<file path="config.mk">
export PLATFORM = sky130hd
export DESIGN_NAME = pixel_frame_swap_ctrl
export DESIGN_NICKNAME = d
export VERILOG_FILES = /design/src/rtl/pixel_frame_swap_ctrl_pkg.sv /design/src/rtl/pixel_frame_swap_ctrl.sv
export SDC_FILE = /design/constraint.sdc
export NUM_CORES = 1
export LEC_CHECK = 0
export ABC_CLOCK_PERIOD_IN_PS = 1100
export CAP_MARGIN = 20
export CORE_MARGIN = 3
export CORE_UTILIZATION = 29
export CTS_CLUSTER_DIAMETER = 80
export DETAILED_ROUTE_END_ITERATION = 10
export HOLD_SLACK_MARGIN = 0.12
export PLACE_DENSITY = 0.77
export SLEW_MARGIN = 5
export SYNTH_ARGS = -nofsm -noshare
export SYNTH_HDL_FRONTEND = slang
export SYNTH_SLANG_ARGS = --single-unit
export TNS_END_PERCENT = 100
</file>
<file path="constraint.sdc">
create_clock -name i_clk -period 1.1 [get_ports i_clk]
set_input_delay 0.11 -clock i_clk [delete_from_list [all_inputs] [get_ports i_clk]]
set_output_delay 0.11 -clock i_clk [all_outputs]
set_load 0.02 [all_outputs]
</file>
<file path="src/rtl/pixel_frame_swap_ctrl_pkg.sv">
// -----------------------------------------------------------------------------
// pixel_frame_swap_ctrl_pkg
// Shared definitions for the LED panel double-buffer controller:
//   - swap_state_e : controller state encoding (FILL / PENDING / SWAP)
//   - BANK0/BANK1  : pixel bank indices used for o_front and enable vectors
//   - STAT_W       : width of the optional statistics counters
// -----------------------------------------------------------------------------
package pixel_frame_swap_ctrl_pkg;

   typedef enum logic [1:0] {
      ST_FILL    = 2'd0,   // loader may write the back bank
      ST_PENDING = 2'd1,   // back bank complete, waiting for a scan frame boundary
      ST_SWAP    = 2'd2    // single cycle, front/back exchange at its end
   } swap_state_e;

   localparam logic BANK0 = 1'b0;
   localparam logic BANK1 = 1'b1;

   localparam int STAT_W = 16;

endpackage

</file>
<file path="src/rtl/pixel_frame_swap_ctrl.sv">
// -----------------------------------------------------------------------------
// pixel_frame_swap_ctrl
// Double-buffer controller for the LED panel pixel store. The GIF frame
// decoder (loader) writes the back bank while panel scan-out reads the front
// bank. Front and back are exchanged only at a scan frame boundary after the
// loader has committed a complete frame, so the panel never shows a torn frame.
// The two pixel banks sit outside this block and are driven via o_ram_*.
//
// Ports:
//   i_clk, i_rst_n        clock (rising edge), async active-low reset
//   i_ld_valid/addr/data  loader write request
//   i_ld_commit           pulse: back bank holds a complete frame
//   o_ld_ready            loader writes accepted this cycle
//   i_sc_req/addr         scan-out read request
//   i_sc_frame_end        pulse: scanner finished the last pixel of a frame
//   o_sc_data/o_sc_valid  read result, one cycle after i_sc_req
//   o_front               current front bank index
//   o_ram_w_*             shared write address/data, per-bank write enable
//   o_ram_r_*             shared read address, per-bank read enable
//   i_ram_r_data0/1       read data from bank 0 / bank 1
//   o_dbg_state           controller state (swap_state_e encoding)
//   o_swap_count          (PIXEL_SWAP_STATS_EN) swaps performed, wraps
//   o_stall_cycles        (PIXEL_SWAP_STATS_EN) cycles loader was held off,
//                         saturates
//
// Build option: define PIXEL_SWAP_STATS_EN to add the statistics counters.
//
// Handshake: a loader write transfers in every cycle where
// i_ld_valid && o_ld_ready; o_ld_ready does not depend on i_ld_valid, and an
// unaccepted request is simply not written (the loader keeps it asserted).
// -----------------------------------------------------------------------------
module pixel_frame_swap_ctrl
   import pixel_frame_swap_ctrl_pkg::*;
#(
   parameter int ADDR_W = 8,
   parameter int DATA_W = 16
) (
   input  logic              i_clk,
   input  logic              i_rst_n,
   input  logic              i_ld_valid,
   input  logic [ADDR_W-1:0] i_ld_addr,
   input  logic [DATA_W-1:0] i_ld_data,
   input  logic              i_ld_commit,
   output logic              o_ld_ready,
   input  logic              i_sc_req,
   input  logic [ADDR_W-1:0] i_sc_addr,
   input  logic              i_sc_frame_end,
   output logic [DATA_W-1:0] o_sc_data,
   output logic              o_sc_valid,
   output logic              o_front,
   output logic [ADDR_W-1:0] o_ram_w_addr,
   output logic [DATA_W-1:0] o_ram_w_data,
   output logic [1:0]        o_ram_w_en,
   output logic [ADDR_W-1:0] o_ram_r_addr,
   output logic [1:0]        o_ram_r_en,
   input  logic [DATA_W-1:0] i_ram_r_data0,
   input  logic [DATA_W-1:0] i_ram_r_data1,
   output logic [1:0]        o_dbg_state
`ifdef PIXEL_SWAP_STATS_EN
   ,
   output logic [STAT_W-1:0] o_swap_count,
   output logic [STAT_W-1:0] o_stall_cycles
`endif
);

   swap_state_e       state_q;
   swap_state_e       state_d;
   logic              awake_q;     // low only until the first edge after reset
   logic              front_q;
   logic              rd_valid_q;
   logic              rd_bank_q;   // bank that served the outstanding read
   logic [DATA_W-1:0] sc_hold_q;   // last returned pixel, held while idle
   logic [DATA_W-1:0] rd_data_sel;
   logic              ld_ready;
   logic              wr_accept;

   // ---------------------------------------------------------------------
   // State register and datapath registers
   // ---------------------------------------------------------------------
   always_ff @(posedge i_clk or negedge i_rst_n) begin
      if (!i_rst_n) begin
         state_q    <= ST_FILL;
         awake_q    <= 1'b0;
         front_q    <= BANK0;
         rd_valid_q <= 1'b0;
         rd_bank_q  <= BANK0;
         sc_hold_q  <= '0;
      end else begin
         state_q    <= state_d;
         awake_q    <= 1'b1;
         // The exchange lands at the end of the SWAP cycle, so a read issued
         // during SWAP still captures the old front index below.
         if (state_q == ST_SWAP) begin
            front_q <= ~front_q;
         end
         rd_valid_q <= i_sc_req;
         if (i_sc_req) begin
            rd_bank_q <= front_q;
         end
         if (rd_valid_q) begin
            sc_hold_q <= rd_data_sel;
         end
      end
   end

   // ---------------------------------------------------------------------
   // Next-state logic
   // ---------------------------------------------------------------------
   always_comb begin
      state_d = state_q;
      case (state_q)
         ST_FILL: begin
            // A frame_end without a prior commit is ignored: the scanner
            // just repeats the current front frame.
            if (i_ld_commit) begin
               state_d = i_sc_frame_end ? ST_SWAP : ST_PENDING;
            end
         end
         ST_PENDING: begin
            if (i_sc_frame_end) begin
               state_d = ST_SWAP;
            end
         end
         ST_SWAP: begin
            state_d = ST_FILL;
         end
         default: begin
            state_d = ST_FILL;
         end
      endcase
   end

   // ---------------------------------------------------------------------
   // Outputs
   // ---------------------------------------------------------------------
   assign rd_data_sel = rd_bank_q ? i_ram_r_data1 : i_ram_r_data0;

   always_comb begin
      ld_ready   = awake_q && (state_q == ST_FILL);
      wr_accept  = i_ld_valid && ld_ready;
      o_ld_ready = ld_ready;

      // Writes only ever go to the back bank.
      o_ram_w_addr          = i_ld_addr;
      o_ram_w_data          = i_ld_data;
      o_ram_w_en            = 2'b00;
      o_ram_w_en[~front_q]  = wr_accept;

      o_ram_r_addr          = i_sc_addr;
      o_ram_r_en            = 2'b00;
      o_ram_r_en[front_q]   = i_sc_req;

      o_sc_valid  = rd_valid_q;
      o_sc_data   = rd_valid_q ? rd_data_sel : sc_hold_q;
      o_front     = front_q;
      o_dbg_state = state_q;
   end

`ifdef PIXEL_SWAP_STATS_EN
   logic [STAT_W-1:0] swap_cnt_q;
   logic [STAT_W-1:0] stall_cnt_q;

   always_ff @(posedge i_clk or negedge i_rst_n) begin
      if (!i_rst_n) begin
         swap_cnt_q  <= '0;
         stall_cnt_q <= '0;
      end else begin
         if (state_q == ST_SWAP) begin
            swap_cnt_q <= swap_cnt_q + 1'b1;
         end
         if (i_ld_valid && !ld_ready && (stall_cnt_q != {STAT_W{1'b1}})) begin
            stall_cnt_q <= stall_cnt_q + 1'b1;
         end
      end
   end

   assign o_swap_count   = swap_cnt_q;
   assign o_stall_cycles = stall_cnt_q;
`else
   // Statistics counters are not built in this configuration.
`endif

endmodule

</file>
==> results.sh, run 1 <==
export IMPL_outcome="finished with violations"
export IMPL_violations="negative setup slack"
export IMPL_startpoint="rd_bank_q"
export IMPL_drv_slew=0
export IMPL_reg2reg_from="rd_bank_q"
export IMPL_crit_path_start_kind="flop"
export IMPL_area_growth_synth_to_final_pct=75.71
export IMPL_maxCapViolCount=0
export IMPL_final_cell_mix="clkdlybuf4s50_1, buf_4, dfrtp_1, buf_6, a21oi_2"
export IMPL_ant_nets=0
export IMPL_path_clk_slew_ns=0.08
export IMPL_cts_buffers=3
export IMPL_grt_remaining_overflow=0
export IMPL_hold_viol=0
export IMPL_fin_nets=248
export IMPL_place_gp_congestion=0.7877
export IMPL_clock_path_buffers=2
export IMPL_clock_skew_ns=0.001134
export IMPL_synth_net_count=191
export IMPL_post_route_min_period_ns=1.513
export IMPL_avgSynthCellArea_um2=10.13
export IMPL_p_per_area_nw_per_um2=1871
export IMPL_critPathMaxFanout=5
export IMPL_ys_seq_area_frac=0.4490
export IMPL_netlist_area_leader_share=0.4490
export IMPL_yosysWarnings=0
export IMPL_grt_pass1_wl_um=5464
export IMPL_required_ns=0.99
export IMPL_rows=23
export IMPL_drt_total_wl_um=3416
export IMPL_arrival_ns=1.40
export IMPL_cts_tree="yes"
export IMPL_synth_area_um2=1226
export IMPL_ff_latch_area_um2=555.5
export IMPL_max_freq_ghz=0.6612
export IMPL_cts_sinks=22
export IMPL_fin_area_um2=2155
export IMPL_hold_class="input pin to async pin"
export IMPL_dieWidth_um=71.03
export IMPL_drc=0
export IMPL_final_common_cell="clkdlybuf4s50_1"
export IMPL_synth_seq_cells=22
export IMPL_cp_end_kind="primary output"
export IMPL_dieHeight_um=71.03
export IMPL_portBuffers=62
export IMPL_place_area_um2=1853
export IMPL_drive_above_1_share=0.5424
export IMPL_first_pass_iters=2
export IMPL_synthDistinctLibCells=19
export IMPL_vias=1032
export IMPL_synthTopCellsByArea="dfrtp_1, buf_4, mux2i_1"
export IMPL_antennaDiodeCount=0
export IMPL_syn_inst=121
export IMPL_ios=127
export IMPL_layout_setup_ws_ns=-0.4125
export IMPL_post_route_util=0.5348
export IMPL_grt_antenna_before_repair=0
export IMPL_grt_max_degree=23
export IMPL_gr_usage_all_layers=0.1362
export IMPL_num_fill_cells=371
export IMPL_period_share=1.375
export IMPL_core_area_um2=4029
export IMPL_clock_latency_ns=0.25
export IMPL_multi_input_area_um2=589.3
export IMPL_rsz0062_at_grt="yes"
export IMPL_htreeDepth=1
export IMPL_initial_core_util=0.3043
export IMPL_crit_type="flop to primary output"
export IMPL_leakage_nw=0.9155
export IMPL_synth_top_area_cell="dfrtp_1"
export IMPL_cts_root_buf="clkbuf_8"
export IMPL_dieArea_um2=5045
export IMPL_wl_per_cell_um=15.05
export IMPL_vias_per_cell=4.546
export IMPL_setup_viol=27
export IMPL_peakVddDrop_uv=650.8
export IMPL_post_dp_hpwl_um=2311
export IMPL_grt_pass1_vias=1126
export IMPL_drt_iter0_drc=16
[cell usage after synthesis (all sizes together)]
cell	count
buf	36
dfrtp	22
nor2	19
a21oi	16
mux2i	16
and2	2
and4	1
and4b	1
clkbuf	1
conb	1
inv	1
mux2	1
nand2b	1
nor2b	1
o21bai	1
xnor2	1
[critical path, stage by stage (launching register included)]
cell     delay (ns)
dfrtp_2        0.46
buf_12         0.16
buf_6          0.11
mux2i_1        0.12
a21oi_2        0.14
buf_4          0.16
[path summary, 6_finish.rpt]
check	to	slack [ns]	depth (start not counted)
max reg2reg	sc_hold_q[0]	-0.11	4
max	o_sc_data[6]	-0.41	5
max in group asynchronous	o_sc_valid	0.74	2
min reg2reg	sc_hold_q[15]	0.52	2
min in group i_clk	o_ram_w_addr[2]	0.22	0
min	sc_hold_q[8]	0.20	2
[power breakdown]
| group | leakage (nW) | total [mW] | internal (mW) | switching (mW) |
|---|---|---|---|---|
| Sequential | 0.249 | 1.13 | 1.01 | 0.122 |
| Combinational | 0.638 | 2.33 | 1.32 | 1.02 |
| Clock | 0.0288 | 0.571 | 0.318 | 0.252 |
[cell families after synthesis]
| kind of cell | count (synthesis) | synth area share |
|---|---|---|
| flops | 22 | 0.4490 |
| mux | 17 | 0.1398 |
| other cells | 1 | 0.003058 |
| xor+xnor | 1 | 0.007144 |
| simple gates | 25 | 0.09389 |
| buf+inv | 38 | 0.2357 |
| compound gates | 17 | 0.07143 |
[cell type report]
cell class | instances | area share
timing repair buffer | 89 | 0.4123
multi-input combinational | 61 | 0.2735
sequential | 22 | 0.2578
tap | 50 | 0.02904
inverter | 1 | 0.001742
clock buffer | 4 | 0.02555
[timing repair]
action | in CTS | in global routing
setup endpoints to repair | 33 | 36
gates cloned | 0 | 1
resized for setup | 155 | 22
pin swaps | 8 | 4
hold buffers | 0 | 0
buffers inserted | 10 | 2
[metal layers]
layer / GRT usage / up-vias / routed length, um
met5: 0 / - / 0
met1: 0.1484 / 494 / 1228
met3: 0.04119 / 8 / 305
met4: 0.04175 / 0 / 51
met2: 0.2513 / 48 / 1830
li1: - / 482 / -
[flip-flops by register name, indices dropped and copies added, names as in the netlist]
name and cells:
rd_bank_q 1, o_front 1, o_dbg_state 2, sc_hold_q 16, o_sc_valid 1, awake_q 1
[through the flow]
stage / std cells / power (mW) / setup WS [ns] / setup TNS [ns] / hold WS, ns
floorplan: 121 / 2.373 / -0.1105 / -0.9491 / -0.1856
global placement: 211 / 2.864 / -0.5814 / -11.40 / 0.2201
detailed placement: 211 / 2.914 / -0.6162 / -12.03 / 0.2201
CTS: 225 / 3.847 / -0.4454 / -7.121 / 0.2038
global route: 227 / 4.263 / -0.4908 / -9.187 / 0.1998
finish: 227 / 4.031 / -0.4125 / -7.116 / 0.2018
(Power assumes the default switching activity.)
==> run 2: changes to the inputs <==
--- a/config.mk
+++ b/config.mk
@@ -5,13 +5,15 @@
 export SDC_FILE = /design/constraint.sdc
 export NUM_CORES = 1
 export LEC_CHECK = 0
-export ABC_CLOCK_PERIOD_IN_PS = 1100
+export ABC_CLOCK_PERIOD_IN_PS = 1400
 export CAP_MARGIN = 20
 export CORE_MARGIN = 3
 export CORE_UTILIZATION = 29
 export CTS_CLUSTER_DIAMETER = 80
 export DETAILED_ROUTE_END_ITERATION = 10
+export GPL_ROUTABILITY_DRIVEN = 0
 export HOLD_SLACK_MARGIN = 0.12
+export MAX_ROUTING_LAYER = met4
 export PLACE_DENSITY = 0.77
 export SLEW_MARGIN = 5
 export SYNTH_ARGS = -nofsm -noshare
==> constraint.sdc (replaced) <==
create_clock -name i_clk -period 1.4 [get_ports i_clk]
set_input_delay 0.14 -clock i_clk [delete_from_list [all_inputs] [get_ports i_clk]]
set_output_delay 0.14 -clock i_clk [all_outputs]
set_load 0.02 [all_outputs]
==> run 2 against run 1 <==
- critical path type unchanged
- sequential share of layout area grew 2.6 points
- clock skew grew 0.0011 ns
- core utilization shrank 5.2 points
- routed wire length shrank 16%
- register-to-register slack gained 0.15 ns
- die area is the same
- the flow still finishes with violations (negative setup slack)
- cell count is the same
==> results.sh, run 2 (synthesis results as in run 1) <==
export IMPL_p_per_area_nw_per_um2=1534
export IMPL_clock_path_buffers=2
export IMPL_core_area_um2=4029
export IMPL_rr_endpoint="sc_hold_q[1]"
export IMPL_area_growth_synth_to_final_pct=58.78
export IMPL_drt_iter0_drc=19
export IMPL_ff_latch_area_um2=551.8
export IMPL_initial_core_util=0.3043
export IMPL_largest_register="sc_hold_q"
export IMPL_outcome="finished with violations"
export IMPL_largest_reg_flops=16
export IMPL_ios=127
export IMPL_grt_pass1_vias=1043
export IMPL_cp_end_kind="primary output"
export IMPL_first_pass_iters=4
export IMPL_cts_tree="yes"
export IMPL_grt_max_degree=24
export IMPL_setup_viol=16
export IMPL_r2r_slack_ns=0.04
export IMPL_cts_root_buf="clkbuf_8"
export IMPL_hold_class="input pin to async pin"
export IMPL_multi_input_area_um2=449.2
export IMPL_holdBufCountCts=0
export IMPL_drt_total_wl_um=2863
export IMPL_num_fill_cells=400
export IMPL_hold_slack_ns=0.2300
export IMPL_violations="negative setup slack"
export IMPL_fin_nets=248
export IMPL_layout_setup_ws_ns=-0.1509
export IMPL_cts_sinks=22
export IMPL_arrival_ns=1.41
export IMPL_reg2reg_from="rd_bank_q"
export IMPL_final_cell_mix="clkdlybuf4s50_1, buf_4, dfrtp_1, nor2_1"
export IMPL_wl_per_cell_um=12.61
export IMPL_antennaDiodeCount=0
export IMPL_drive_above_1_share=0.3898
export IMPL_final_common_cell="clkdlybuf4s50_1"
export IMPL_clock_skew_ns=0.002268
export IMPL_max_freq_ghz=0.6448
export IMPL_maxCapViolCount=0
export IMPL_required_ns=1.26
export IMPL_reg2regPathDepth=6
export IMPL_hold_viol=0
export IMPL_vias_per_cell=4.269
export IMPL_post_dp_hpwl_um=2169
export IMPL_total_power_mw=2.987
export IMPL_dieHeight_um=71.03
export IMPL_path_clk_slew_ns=0.08
export IMPL_vias=969
export IMPL_dieArea_um2=5045
export IMPL_crit_type="flop to primary output"
export IMPL_gr_usage_all_layers=0.1197
export IMPL_grt_antenna_before_repair=0
export IMPL_dieWidth_um=71.03
export IMPL_crit_path_start_kind="flop"
export IMPL_rows=23
export IMPL_grt_pass1_wl_um=4767
export IMPL_ant_nets=0
export IMPL_rsz0062_at_grt="yes"
export IMPL_drc=0
export IMPL_clock_latency_ns=0.25
export IMPL_critPathMaxFanout=5
export IMPL_peakVddDrop_uv=786.2
export IMPL_leakage_nw=0.8885
export IMPL_post_route_min_period_ns=1.551
export IMPL_portBuffers=62
export IMPL_htreeDepth=1
export IMPL_post_route_util=0.4832
export IMPL_drv_slew=0
export IMPL_period_share=1.108
export IMPL_grt_remaining_overflow=0
export IMPL_cts_buffers=3
==> run 2: cell types whose count changed in the layout (fill, tap and decap cells not counted), sizes merged <==
cell	before	now
buf	51	45
clkbuf	5	4
dlygate4sd2	0	6
bufinv	0	1
==> run 2: worst max path at each step <==
stage / from / endpoint / cells after the start
2_1_floorplan: o_sc_valid / sc_hold_q[0] / 3
3_3_place_gp: i_ram_r_data1[4] / o_sc_data[4] / 4
3_5_place_dp: rd_bank_q / o_sc_data[6] / 4
4_1_cts: rd_bank_q / o_sc_data[4] / 5
5_1_grt: rd_bank_q / o_sc_data[4] / 5
6_report: rd_bank_q / o_sc_data[4] / 5
==> run 2: critical path: stages (launching register included) <==
cell and delay [ns]:
dfrtp_2 0.44, buf_12 0.14, buf_6 0.11, mux2i_2 0.14
a21oi_2 0.18, buf_6 0.14
==> run 2: area by class of cell <==
class / instances / area share
clock inverter: 1 / 0.01542
multi-input combinational: 61 / 0.2307
inverter: 1 / 0.001928
timing repair buffer: 89 / 0.4152
clock buffer: 3 / 0.02121
sequential: 22 / 0.2834
tap: 50 / 0.03213
==> run 2: per-stage QoR <==
| step | worst slack, ns | cells | instance area, um^2 | setup TNS [ns] |
|---|---|---|---|---|
| finish | -0.1509 | 227 | 1947 | -1.008 |
| global route | -0.2207 | 227 | 1947 | -2.444 |
| CTS | -0.1723 | 226 | 1887 | -1.633 |
| detailed placement | -0.3296 | 212 | 1769 | -4.976 |
| global placement | -0.3020 | 212 | 1769 | -4.533 |
| floorplan | 0.08461 | 121 | 1226 | 0 |
==> run 2: what timing repair did <==
action                     CTS  global route
setup endpoints to repair   25            19
resized for setup           98            23
buffers inserted            10             1
pin swaps                   16             3
==> run 2: layer usage <==
layer  track usage  part of all wire
met1        0.1258              0.36
met2        0.2091              0.52
met3       0.03977              0.10
met4       0.04175             0.015
met5             -                 0
==> run 2: power breakdown <==
group          switching [mW]  internal [mW]  leakage (nW)
sequential             0.0807          0.789         0.249
combinational           0.669          0.873         0.603
clock                   0.195          0.381        0.0357
==> run 3: changes to the inputs <==
--- a/config.mk
+++ b/config.mk
@@ -7,7 +7,7 @@
 export LEC_CHECK = 0
 export ABC_CLOCK_PERIOD_IN_PS = 1400
 export CAP_MARGIN = 20
-export CORE_MARGIN = 3
+export CORE_MARGIN = 2
 export CORE_UTILIZATION = 29
 export CTS_CLUSTER_DIAMETER = 80
 export DETAILED_ROUTE_END_ITERATION = 10
==> run 3 against run 2 <==
- sequential power fell by 2%
- clock power decreased by 23%
- highest routed layer unchanged
- setup slack improved by 0.028 ns
- core utilization shrank 1.5 points
- global-route usage barely moved
- largest cell class unchanged
- register-to-register slack gained 0.12 ns
- combinational power shrank 5%
- the run still ends with negative setup slack left
- cell count down 0.88%
- first-iteration DRC count fell by 79%
- clock skew is 0.00099 ns higher
- fmax grew 1.9%
==> results.sh, run 3 (synthesis results as in run 1) <==
export IMPL_dieArea_um2=4764
export IMPL_drc=0
export IMPL_critPathMaxFanout=8
export IMPL_period_share=1.088
export IMPL_p_seq_frac=0.309
export IMPL_final_cell_mix="clkdlybuf4s50_1, buf_4, dfrtp_1, nor2_1, mux2i_1"
export IMPL_place_inst=211
export IMPL_crit_path_top_delay_cell="dfrtp_1"
export IMPL_reg2reg_from="rd_bank_q"
export IMPL_final_common_cell="clkdlybuf4s50_1"
export IMPL_p_per_area_nw_per_um2=1462
export IMPL_worst_path_buf_inv=3
export IMPL_rsz0062_at_grt="yes"
export IMPL_arrival_ns=1.38
export IMPL_grt_antenna_before_repair=0
export IMPL_peakVddDrop_uv=509.5
export IMPL_clock_skew_ns=0.003260
export IMPL_startpoint="rd_bank_q"
export IMPL_dieHeight_um=69.03
export IMPL_violations="negative setup slack"
export IMPL_clock_path_buffers=2
export IMPL_drt_total_wl_um=2714
export IMPL_fin_nets=246
export IMPL_ant_nets=0
export IMPL_drv_slew=0
export IMPL_holdBufCountCts=0
export IMPL_drt_iter0_drc=4
export IMPL_slowest_delay_ns=0.40
export IMPL_htreeDepth=1
export IMPL_portBuffers=62
export IMPL_crit_type="flop to primary output"
export IMPL_area_growth_synth_to_final_pct=53.78
export IMPL_final_cells=225
export IMPL_crit_cells=5
export IMPL_path_delay_family="buffers and inverters"
export IMPL_hold_viol=0
export IMPL_rows=23
export IMPL_initial_core_util=0.3043
export IMPL_dp_slack_ns=-0.2613
export IMPL_largest_reg_flops=16
export IMPL_wl_per_cell_um=12.06
export IMPL_p_clk_frac=0.162
export IMPL_grt_remaining_overflow=0
export IMPL_cp_end_kind="primary output"
export IMPL_p_switching_mw=0.9201
export IMPL_max_freq_ghz=0.6567
export IMPL_reg2regPathDepth=5
export IMPL_drive_above_1_share=0.3600
export IMPL_total_power_mw=2.757
export IMPL_hold_class="input pin to async pin"
export IMPL_cts_sinks=22
export IMPL_crit_path_start_kind="flop"
export IMPL_hold_slack_ns=0.2292
export IMPL_grt_max_degree=23
export IMPL_setup_viol=15
export IMPL_pwr_share_comb=0.529
export IMPL_p_int_mw=1.837
export IMPL_cts_tree="yes"
export IMPL_dieWidth_um=69.03
export IMPL_cts_buffers=3
export IMPL_vias=984
export IMPL_post_route_min_period_ns=1.523
export IMPL_p_sw_frac=0.3337
export IMPL_grt_pass1_vias=1022
export IMPL_core_area_um2=4029
export IMPL_first_pass_iters=2
export IMPL_grt_pass1_wl_um=4602
export IMPL_clock_latency_ns=0.26
export IMPL_ios=127
export IMPL_vias_per_cell=4.373
export IMPL_maxCapViolCount=0
export IMPL_post_dp_hpwl_um=1964
export IMPL_layout_setup_ws_ns=-0.1227
export IMPL_leakage_nw=0.8647
export IMPL_antennaDiodeCount=0
export IMPL_path_clk_slew_ns=0.08
export IMPL_worstPathCellList="buf_6 -> buf_12 -> mux2i_1 -> a21oi_1 -> buf_4"
export IMPL_gr_usage_all_layers=0.1202
export IMPL_required_ns=1.26
export IMPL_cts_root_buf="clkbuf_8"
export IMPL_largest_register="sc_hold_q"
export IMPL_outcome="finished with violations"
## run 3: changes by cell type in the layout (fill, tap and decap cells not counted)
cell       change
a21oi_2        -3
dfrtp_1        +1
bufinv_16      -1
dfrtp_2        -1
clkbuf_8       +1
a21oi_1        +3
buf_2          +2
buf_4          -3
buf_12         -1
## run 3: through the flow
step | TNS, ns | utilization | cell area, um^2
after floorplan | 0 | - | 1226
after global placement | -4.121 | 0.4311 | 1737
after detailed placement | -4.317 | 0.4311 | 1737
after CTS | -0.8405 | 0.4516 | 1819
after global routing | -1.693 | 0.4680 | 1886
final | -0.5298 | 0.4680 | 1886
## run 3: final timing paths
check / endpoint / slack, ns
setup / recovery: o_sc_data[7] / -0.12
hold / removal: sc_hold_q[13] / 0.23
setup reg to reg: sc_hold_q[3] / 0.16
hold reg to reg: sc_hold_q[1] / 0.53
max in group asynchronous: o_dbg_state[1] / 0.95
min in group i_clk: o_ram_w_addr[1] / 0.28
## run 3: final cells by class
| class | instances | area, um^2 |
|---|---|---|
| fill | 395 | 2143 |
| timing repair buffer | 87 | 775.7 |
| sequential | 22 | 550.5 |
| multi-input combinational | 61 | 437.9 |
| tap | 50 | 62.56 |
| clock buffer | 4 | 55.05 |
| inverter | 1 | 3.754 |
## run 3: worst register-to-register path, cell delays in order, from the launching register on
cell	delay [ns]
dfrtp_1	0.38
buf_6	0.18
mux2i_2	0.24
a21oi_2	0.09
buf_4	0.14
buf_4	0.12
## run 3: repair_timing
item | CTS | global route
hold endpoints to repair | 0 | 0
pin swaps | 14 | 5
setup buffers | 6 | 4
gates resized for setup | 97 | 18
cloned | 0 | 0
endpoints found under the setup margin | 25 | 19
## run 3: power by group through the flow
| stage | registers [mW] | clock network (mW) | logic (mW) |
|---|---|---|---|
| 4_1_cts | 0.853 | 0.470 | 1.36 |
| 5_1_grt | 0.867 | 0.500 | 1.56 |
| 3_5_place_dp | 0.859 | 0 | 1.30 |
| 3_3_place_gp | 0.853 | 0 | 1.28 |
| 2_1_floorplan | 0.880 | 0 | 0.842 |
| 6_report | 0.851 | 0.446 | 1.46 |
## run 3: routing by layer
metal  part of all wire  up-vias  wire (um)  GRT usage
met3              0.078       14        213    0.03947
met4              0.017        0         45    0.06318
met1               0.41      457       1102     0.1237
met2               0.50       39       1353     0.2030
li1                   -      474          -          -
met5                  0        -          0          -
